File: src/rtl/serial_adder_if.sv
// Request/result bundle for the bit-serial adder: operands and start in,
// busy/done strobes and the registered sum/carry out.
interface serial_adder_if #(
    parameter int WIDTH = 8
);
    logic             i_start;
    logic [WIDTH-1:0] i_operand_a;
    logic [WIDTH-1:0] i_operand_b;
    logic             o_busy;
    logic             o_done;
    logic [WIDTH-1:0] o_sum;
    logic             o_carry;

    modport master (
        output i_start, i_operand_a, i_operand_b,
        input  o_busy, o_done, o_sum, o_carry
    );

    modport slave (
        input  i_start, i_operand_a, i_operand_b,
        output o_busy, o_done, o_sum, o_carry
    );
endinterface

File: src/rtl/serial_adder.sv
// Bit-serial LSB-first unsigned adder: one full-adder slice (two half adders)
// per clock, carry kept in a flop, result published once on completion.
module serial_adder #(
    parameter int WIDTH = 8
) (
    input  logic           i_clk,
    input  logic           i_rst_n,
    serial_adder_if.slave  bus
);
    localparam int CNT_W = $clog2(WIDTH + 1);

    typedef enum logic [1:0] {IDLE, SHIFT, DONE} state_t;

    state_t           state;
    logic [WIDTH-1:0] a_sr;
    logic [WIDTH-1:0] b_sr;
    logic [WIDTH-1:0] res_sr;
    logic             carry_q;
    logic [CNT_W-1:0] cnt;
    logic             done_q;
    logic [WIDTH-1:0] sum_q;
    logic             carry_out_q;

    logic [1:0]       ha1;
    logic [1:0]       ha2;
    logic             carry_nxt;
    logic [WIDTH-1:0] res_nxt;
    logic             last_bit;

    // Returns {carry, sum}.
    function automatic logic [1:0] half_add(input logic x, input logic y);
        return {x & y, x ^ y};
    endfunction

    always_comb begin
        ha1       = half_add(a_sr[0], b_sr[0]);
        ha2       = half_add(ha1[0], carry_q);
        carry_nxt = ha1[1] | ha2[1];
        res_nxt   = res_sr >> 1;
        res_nxt[WIDTH-1] = ha2[0];
        last_bit  = (cnt == CNT_W'(WIDTH - 1));
    end

    always_ff @(posedge i_clk or negedge i_rst_n) begin
        if (!i_rst_n) begin
            state       <= IDLE;
            a_sr        <= '0;
            b_sr        <= '0;
            res_sr      <= '0;
            carry_q     <= 1'b0;
            cnt         <= '0;
            done_q      <= 1'b0;
            sum_q       <= '0;
            carry_out_q <= 1'b0;
        end else begin
            case (state)
                IDLE: begin
                    if (bus.i_start) begin
                        a_sr    <= bus.i_operand_a;
                        b_sr    <= bus.i_operand_b;
                        res_sr  <= '0;
                        carry_q <= 1'b0;
                        cnt     <= '0;
                        state   <= SHIFT;
                    end
                end
                SHIFT: begin
                    a_sr    <= a_sr >> 1;
                    b_sr    <= b_sr >> 1;
                    res_sr  <= res_nxt;
                    carry_q <= carry_nxt;
                    cnt     <= cnt + CNT_W'(1);
                    // Outputs only ever see the completed word.
                    if (last_bit) begin
                        state       <= DONE;
                        done_q      <= 1'b1;
                        sum_q       <= res_nxt;
                        carry_out_q <= carry_nxt;
                    end
                end
                DONE: begin
                    done_q <= 1'b0;
                    state  <= IDLE;
                end
                default: state <= IDLE;
            endcase
        end
    end

    assign bus.o_busy  = (state == SHIFT);
    assign bus.o_done  = done_q;
    assign bus.o_sum   = sum_q;
    assign bus.o_carry = carry_out_q;
endmodule

File: src/flat_wrapper.sv
// flat-port wrapper written by rule: the top's interface ports become plain ports
module serial_adder_flat 
#(
    parameter int WIDTH = 8
)
  (i_clk, i_rst_n, bus_i_start, bus_i_operand_a, bus_i_operand_b, bus_o_busy, bus_o_done, bus_o_sum, bus_o_carry);
  serial_adder_if #(.WIDTH(WIDTH)) bus_i ();
  input  logic i_clk;
  input  logic i_rst_n;
  input wire logic [$bits(bus_i.i_start)-1:0] bus_i_start;
  input wire logic [$bits(bus_i.i_operand_a)-1:0] bus_i_operand_a;
  input wire logic [$bits(bus_i.i_operand_b)-1:0] bus_i_operand_b;
  output wire logic [$bits(bus_i.o_busy)-1:0] bus_o_busy;
  output wire logic [$bits(bus_i.o_done)-1:0] bus_o_done;
  output wire logic [$bits(bus_i.o_sum)-1:0] bus_o_sum;
  output wire logic [$bits(bus_i.o_carry)-1:0] bus_o_carry;
  assign bus_i.i_start = bus_i_start;
  assign bus_i.i_operand_a = bus_i_operand_a;
  assign bus_i.i_operand_b = bus_i_operand_b;
  assign bus_o_busy = bus_i.o_busy;
  assign bus_o_done = bus_i.o_done;
  assign bus_o_sum = bus_i.o_sum;
  assign bus_o_carry = bus_i.o_carry;
  serial_adder #(.WIDTH(WIDTH)) u_core (.i_clk(i_clk), .i_rst_n(i_rst_n), .bus(bus_i));
endmodule
File: config.mk
export PLATFORM = sky130hd
export DESIGN_NAME = serial_adder_flat
export DESIGN_NICKNAME = d
export VERILOG_FILES = /design/src/rtl/serial_adder_if.sv /design/src/rtl/serial_adder.sv /design/src/flat_wrapper.sv
export SDC_FILE = /design/constraint.sdc
export NUM_CORES = 1
export LEC_CHECK = 0
export ABC_AREA = 1
export BUFFER_PORTS_ARGS = -buffer_cell sky130_fd_sc_hd__buf_2
export CORE_MARGIN = 2
export CORE_UTILIZATION = 31
export DETAILED_ROUTE_END_ITERATION = 6
export GPL_TIMING_DRIVEN = 0
export PLACE_DENSITY = 0.58
export RECOVER_POWER = 100
export SYNTH_ARGS = -nofsm -noshare
export SYNTH_HDL_FRONTEND = slang
export SYNTH_SLANG_ARGS = --single-unit
File: constraint.sdc
create_clock -name i_clk -period 1.4 [get_ports i_clk]
set_clock_uncertainty 0.05 [all_clocks]
set_input_delay 0.07 -clock i_clk [delete_from_list [all_inputs] [get_ports i_clk]]
set_output_delay 0.07 -clock i_clk [all_outputs]
set_load 0.02 [all_outputs]
== Word level (Yosys, flattened, before mapping) ==
Cells that the tools add are included.

* Bits in registers: 41
* Input bits: 19
* Word-level logic and storage cells: 42

* $add $sub $neg: 1
* Eq/ne operators: 5
* Mux-type cells: 15
* Bitwise logic cells: 5
* Reduce and logical (&&, ||, !) cells: 7

{| class="wikitable"
|+ Operators by type and width
! cell !! count
|-
| 8-bit one-hot mux with 2 select lines || 3
|-
| 8-bit 2-to-1 mux || 3
|-
| 4-bit one-hot mux with 2 select lines || 1
|-
| 2-bit AND reduction || 4
|-
| 4-bit by 1-bit adder with 4-bit output (second input constant) || 1
|-
| 4-bit by 3-bit == test with 1-bit output (second input constant) || 1
|-
| 2-bit 2-to-1 mux || 2
|-
| 4-bit 2-to-1 mux || 1
|-
| 1-bit one-hot mux with 2 select lines || 2
|-
| 2-bit one-hot mux with 2 select lines || 1
|-
| 2-bit nonzero test || 2
|-
| 1-bit AND || 2
|-
| 2-bit by 1-bit == test with 1-bit output (second input constant) || 1
|-
| 2-bit == test (second input constant) || 1
|-
| 2-bit logical NOT || 1
|-
| 1-bit 2-to-1 mux || 2
|-
| 2-bit by 1-bit inequality test with 1-bit output (second input constant) || 1
|-
| 2-bit inequality test (second input constant) || 1
|-
| 1-bit XOR || 2
|-
| 1-bit bitwise OR || 1
|}

== Longest topological paths before layout ==
Gate-level depths: netlist (run 1).

* Word-level depth: 4
* Gate-level depth with buffers: 6

== Least setup slack after synthesis (run 1) ==
Ideal clock, no wire load.

* Path type: register to register
* Start: register u_core.cnt[0]
* End: register u_core.sum_q[7], in the netlist u_core.bus.o_sum[7]
* Data arrival time: 998 ps
* Slack: 235 ps
* Stages on the path, launching flop included: 7
* Buffers on the path: 0
* Cells stage by stage: dfrtp_1 -> ha_1 -> nand2_1 -> nor2_2 -> nand2_2 -> nand2_1 -> nand2_1

* Longest elaborated chain between the ends: 2

{| class="wikitable"
|+ Ends and longest elaborated chain
! item !! line !! source
|-
| from (decl) || serial_adder.sv:19 || <nowiki>logic [CNT_W-1:0] cnt;</nowiki>
|-
| from (signal assigned) || serial_adder.sv:72 || <nowiki>cnt <= cnt + CNT_W'(1);</nowiki>
|-
| 4-bit by 3-bit == test with 1-bit output || serial_adder.sv:41 || <nowiki>last_bit = (cnt == CNT_W'(WIDTH - 1));</nowiki>
|-
| 2-bit AND reduction (no source line) || -- ||
|-
| to (signal assigned) || serial_adder.sv:77 || <nowiki>sum_q <= res_nxt;</nowiki>
|-
| to (decl) || serial_adder.sv:21 || <nowiki>logic [WIDTH-1:0] sum_q;</nowiki>
|}

Every way passes these cells.
A chain may end at the register's enable or synchronous reset.

== Worst setup path in the final report (run 1) ==
* Start: register u_core.state[1]
* End: output port bus_o_busy

* Longest elaborated chain between the ends: 1

{| class="wikitable"
|+ Ends and longest elaborated chain
! item !! line !! source
|-
| from (decl) || serial_adder.sv:14 || <nowiki>state_t state;</nowiki>
|-
| from (signal assigned) || serial_adder.sv:46 || <nowiki>state <= IDLE;</nowiki>
|-
| from (signal assigned) || serial_adder.sv:64 || <nowiki>state <= SHIFT;</nowiki>
|-
| from (signal assigned) || serial_adder.sv:75 || <nowiki>state <= DONE;</nowiki>
|-
| 2-bit by 1-bit == test with 1-bit output || serial_adder.sv:90 || <nowiki>assign bus.o_busy = (state == SHIFT);</nowiki>
|-
| to (decl) || flat_wrapper.sv:13 || <nowiki>output wire logic [$bits(bus_i.o_busy)-1:0] bus_o_busy;</nowiki>
|}

Every way passes these cells.

==> results of run 1 <==
[placed cells by master (no fill, tap or decap), types with 2 or more instances in the layout]
cell            n
dfrtp_1        39
nand3_1        43
buf_4           5
inv_1           2
nor2_1          2
dlygate4sd3_1  17
clkbuf_1       11
nand2_4         3
clkbuf_8        5
buf_6           3
o21ai_0         4
clkbuf_2        2
nand2_1        80
buf_2          20
nor2_4          3
[power groups by stage]
| stage | logic [W] | clock network [W] | registers (W) |
|---|---|---|---|
| after floorplan | 0.00111 | 0 | 0.00208 |
| after global placement | 0.00171 | 0 | 0.00196 |
| after detailed placement | 0.00174 | 0 | 0.00198 |
| after CTS | 0.00181 | 0.000949 | 0.00196 |
| after global routing | 0.00208 | 0.00101 | 0.00204 |
| final | 0.00185 | 0.000920 | 0.00197 |
[how the worst min path moves through the flow]
stage / start / endpoint / slack [ps] / cells past startpoint
floorplan: i_rst_n / u_core.a_sr[0] / -280 / 0
global placement: i_rst_n / u_core.bus.o_sum[2] / 200 / 1
detailed placement: i_rst_n / u_core.bus.o_sum[3] / 200 / 1
CTS: bus_i_start / u_core.cnt[0] / 130 / 4
global route: bus_i_start / u_core.a_sr[1] / 150 / 4
finish: bus_i_start / u_core.cnt[0] / 130 / 4
[what timing repair did]
action | in CTS | in global routing
setup endpoints to repair | 1 | 10
resized for setup | 2 | 4
endpoints found under the hold margin | 56 | 0
setup buffers | 0 | 4
hold buffers | 17 | 0
[per-layer routing]
layer / vias to the layer above / global-route usage / routed length [um]
met5: - / 0 / 0
met4: 0 / 0.0569 / 72
met3: 7 / 0.0386 / 166
met2: 34 / 0.195 / 1620
met1: 670 / 0.183 / 1880
li1: 740 / - / -
[sequential cells by signal, indices dropped and copies added, names as in the netlist]
signal	cells
u_core.bus.o_sum	8
u_core.res_sr	7
u_core.b_sr	8
u_core.carry_q	1
u_core.cnt	4
u_core.a_sr	8
u_core.state	2
u_core.bus.o_done	1
u_core.bus.o_carry	1
[worst min-delay path, delay by kind of cell]
kind,cells,cell delay (ps)
buffers and inverters,1,100
AO/OA/AOI/OAI,1,60
AND/OR/NAND/NOR,2,210
[stage by stage]
stage / setup WS [ps] / std cells
after floorplan: 235 / 192
after global placement: 73.5 / 293
after detailed placement: 36.6 / 293
after CTS: 4.02 / 318
after global routing: 10.8 / 322
final: 76.3 / 322
[final cells by class]
cell class,instances,area share
clock inverters,2,0.0153
well taps,72,0.0394
repair buffers,50,0.147
inverters,4,0.00986
plain buffers,8,0.0268
flip-flops and latches,40,0.439
clock buffers,6,0.0318
multi-input cells,140,0.291
[logic make-up after synthesis]
group | after synthesis | synth area share
AO/OA/AOI/OAI | 6 | 0.0209
adder cells (fa/ha/maj) | 2 | 0.0187
buffers and inverters | 12 | 0.0468
flip-flops | 40 | 0.576
AND/OR/NAND/NOR | 132 | 0.338
==> run summary, run 1 <==
CP startpoint kind: register
Worst-Margin Slew: 904 ps
Initial DRC count: 104
Logic pwr share: 0.391
Number of diodes: 0
FF-to-FF path depth: 6
Count of final setup violators: 0
Worst skew pair latency: 290 ps
Fmax: 755 MHz
Crit path DAT: 1200 ps
Full die area: 6220 um2
Max Buffers Root-to-Sink: 2
Max incr delay on CP: 370 ps
Post-Synthesis Cells: 192
Warnings, synthesis: 0
FP Rows: 27
Hold WC Path Type: in2reg
Design Power: 0.00474 W
Global-route wire length before repair: 6440 um
Final core occ: 0.417
Hold Vio Cnt, Final: 0
Ys async rst share: 1.00
CP Cell Sequence: inv_2 > nand2_4 > inv_8 > buf_6 > buf_4
Clock sinks: 40
Biggest area consumer among synthesized cells: dfrtp_1
Largest net degree at the start of global routing: 41
Final hold slack: 129 ps
Placed cell areas: 1970 um2
Root buffer cell: clkbuf_8
Initial antenna violation count: 0
Slew Limit Fails: 0
Rel. slew slack: 0.397
Top post-synthesis cells by area: dfrtp_1 58%, nand2_1 17%, nand3_1 12%
Post-synth EDFFs: 0
Clock power frac: 0.194
Setup crit end: bus_o_busy
Final TNS setup: 0 ps
Via Count: 1,451
Top-area cell type share of the netlist area: 0.576
Total power per unit cell area: 2080 nW/um2
CP startpoint: u_core.state[1]
Area growth syn-to-layout: 31.5%
Seq cells post-synth: 40
Aggregate global-route resource usage: 0.133
Pre-antenna DRT Iters: 7
Die X: 78.9 um
Total core area: 5470 um2
Synth unique cells: 20
Top_reg_cell synth: dfrtp_1
GPL Wtd Cong: 0.732
Most frequent cell after synthesis: nand2_1
Num CTS Buffers: 5
Crit path max-delay cell type: dfrtp_1
Post-synthesis sequential area ratio: 0.576
Multi-input logic area: 666 um2
Seq pwr share: 0.415
Mean Syn Cell Area: 9.05 um2
Clock-pin slew on the worst setup and hold paths: 80 ps
Final worst path period need: 1320 ps
Vias in the first global route: 1,368
Top cell family by delay on the critical path: buffers and inverters
FF-to-FF setup slack: 90 ps
WS Path Type: reg2out
Leak: 1.14 nW
Mapped Nets: 213
Initial Utilization: 0.318
# port buffers: 29
RSZ-0062 raised after global routing: no
Final Cycle Share: 0.945
TritonCTS clock tree: built
Layout cells sized above 1: 0.192
Crit path max fanout: 10
Wire length per cell: 11.6 um
R2R Path Start: u_core.state[0]
Fin area: 2280 um2
Chip height: 78.9 um
Switch Pwr: 0.00183 W
Mapped Area: 1740 um2
Cell depth of the worst setup path: 5
Vias per cell: 4.51
Drt total wl: 3740 um
DRC: 0
DP HPWL: 2460 um
ANT nets after route: 0
Status: finished, final reports clean
H-tree depth: 2
Grt ovf: 0
Number of fill cells: 594
Pint: 0.00291 W
Register area: 1000 um2
Sw Share: 0.387
MaxCap Viol Count: 0
Maximum vdd ir drop: 655 uV
Final nets: 270
Worst reg2reg path endpoint: u_core.a_sr[3]
Post-synth top cells: 80 x nand2_1, 43 x nand3_1, 40 x dfrtp_1
Critical Path RT: 1280 ps
Boundary Pins: 30
Worst Path Buf+Inv: 4
Crit end category: primary output
Note: power is estimated with default switching activity, not from simulation.
==> run 2, diff against run 1 <==
Settings changed: BUFFER_PORTS_ARGS -buffer_cell sky130_fd_sc_hd__buf_2 to -buffer_cell sky130_fd_sc_hd__buf_4, CAP_MARGIN from default to 20.
==> run 2 against run 1 <==
  * Final cell count is 0.62% lower
  * Combinational power decreased by 2%
  * Cell area up 0.38%
  * Core utilization is 0.16 points higher
  * Global-route usage up 0.12 points
  * Clock-buffer cell count rose by 2
  * Via count is 0.83% lower
  * Routed wire length grew 1.2%
  * Critical endpoint unchanged
  * Highest routed layer unchanged
==> run summary, run 2 (synthesized netlist as in run 1, its figures left out) <==
Status: finished, final reports clean
Register area: 1000 um2
Aggregate global-route resource usage: 0.134
Clock power frac: 0.172
Total power per unit cell area: 1990 nW/um2
Setup crit end: bus_o_busy
Wire length per cell: 11.8 um
Total core area: 5470 um2
Rel. slew slack: 0.662
Maximum vdd ir drop: 516 uV
FF-to-FF setup slack: 80 ps
Vias in the first global route: 1,346
Final TNS setup: 0 ps
H-tree depth: 2
Crit path max-delay cell type: dfrtp_1
Commonest non-fill, non-tap cell in the layout: nand2_1
Worst skew pair latency: 290 ps
Initial Utilization: 0.318
Layout cells sized above 1: 0.177
Leak: 1.14 nW
Multi-input logic area: 666 um2
Final WS setup: 45.6 ps
Boundary Pins: 30
Switch Pwr: 0.00181 W
Dpl ws: 50.9 ps
Vias per cell: 4.50
GPL Wtd Cong: 0.760
Grt ovf: 0
Crit end category: primary output
Commonest cells after routing, fill and taps aside: 80 x nand2_1, 43 x nand3_1, 40 x dfrtp_1
Worst-Margin Slew: 507 ps
Root buffer cell: clkbuf_8
Final Cycle Share: 0.967
Cell depth of the worst setup path: 4
R2R Path Start: u_core.state[0]
FF-to-FF path depth: 6
Pre-antenna DRT Iters: 4
Hold WC Path Type: in2reg
Chip height: 78.9 um
Sw Share: 0.397
Number of diodes: 0
Initial antenna violation count: 0
Top cell family by delay on the critical path: flip-flops
DRC: 0
Drt total wl: 3790 um
Crit path max fanout: 10
# port buffers: 29
FP Rows: 27
Via Count: 1,439
Number of fill cells: 579
Count of final setup violators: 0
ANT nets after route: 0
Max Buffers Root-to-Sink: 2
Die X: 78.9 um
Worst Path Buf+Inv: 3
Worst reg2reg path endpoint: u_core.b_sr[4]
Clock-pin slew on the worst setup and hold paths: 70 ps
Design Power: 0.00456 W
Logic pwr share: 0.397
Fmax: 738 MHz
Clock sinks: 40
CP startpoint kind: register
Area growth syn-to-layout: 32.0%
WS Path Type: reg2out
Initial DRC count: 81
Final worst path period need: 1350 ps
Seq pwr share: 0.431
Hold depth: 4
TritonCTS clock tree: built
DP HPWL: 2440 um
Crit path DAT: 1230 ps
Final nets: 268
Critical Path RT: 1280 ps
Pint: 0.00275 W
Num CTS Buffers: 5
Slew Limit Fails: 0
Largest net degree at the start of global routing: 41
Max incr delay on CP: 440 ps
MaxCap Viol Count: 0
CP Cell Sequence: nand2_4 > inv_8 > buf_8 > buf_4
Full die area: 6220 um2
Global-route wire length before repair: 6440 um
CP startpoint: u_core.state[0]
Hold Vio Cnt, Final: 0
run 2: worst reg2reg max path, stage by stage, from the launching register on:
cell	delay, ps
dfrtp_1	440
nand2_4	160
inv_8	60
buf_4	140
buf_2	170
nand2_1	70
nand3_1	90
run 2: metrics by stage:
| stage | std cells | hold slack [ps] | area [um2] | utilization |
|---|---|---|---|---|
| after floorplan | 192 | -276 | 1740 | - |
| after global placement | 293 | 30.3 | 2050 | 0.374 |
| after detailed placement | 293 | 33.1 | 2050 | 0.374 |
| after CTS | 318 | 123 | 2310 | 0.422 |
| after global routing | 320 | 146 | 2290 | 0.419 |
| final | 320 | 128 | 2290 | 0.419 |
run 2: power groups by stage:
stage,clock network [W],logic [W],registers (W)
after floorplan,0,0.00111,0.00208
after detailed placement,0,0.00183,0.00199
after global placement,0,0.00181,0.00197
after CTS,0.000812,0.00189,0.00197
final,0.000783,0.00181,0.00197
after global routing,0.000878,0.00206,0.00203
run 2: worst min path at each step:
| stage | startpoint | to | slack, ps |
|---|---|---|---|
| global route | bus_i_start | u_core.a_sr[1] | 150 |
| CTS | bus_i_start | u_core.cnt[2] | 120 |
| floorplan | i_rst_n | u_core.a_sr[0] | -280 |
| global placement | i_rst_n | u_core.bus.o_sum[2] | 30 |
| detailed placement | i_rst_n | u_core.bus.o_sum[2] | 30 |
| finish | bus_i_start | u_core.res_sr[6] | 130 |
run 2: final cells by class:
cell class / count / area share
flip-flops and latches: 40 / 0.436
inverters: 4 / 0.00982
clock buffers: 8 / 0.0393
plain buffers: 8 / 0.0256
multi-input cells: 140 / 0.290
repair buffers: 48 / 0.159
well taps: 72 / 0.0393
run 2: metal layers:
metal	track usage	vias to the layer above	share of wire
li1	-	735	-
met1	0.190	664	0.48
met2	0.191	35	0.44
met3	0.0409	5	0.060
met4	0.0517	0	0.016
met5	0	-	0
run 2: what timing repair did:
| action | 4_1_cts | 5_1_grt |
|---|---|---|
| endpoints found under the hold margin | 56 | 0 |
| gates resized for setup | 2 | 4 |
| pin swaps | 0 | 0 |
| hold buffers | 17 | 0 |
| cloned | 0 | 0 |
| buffers inserted | 0 | 2 |
| endpoints found under the setup margin | 1 | 10 |
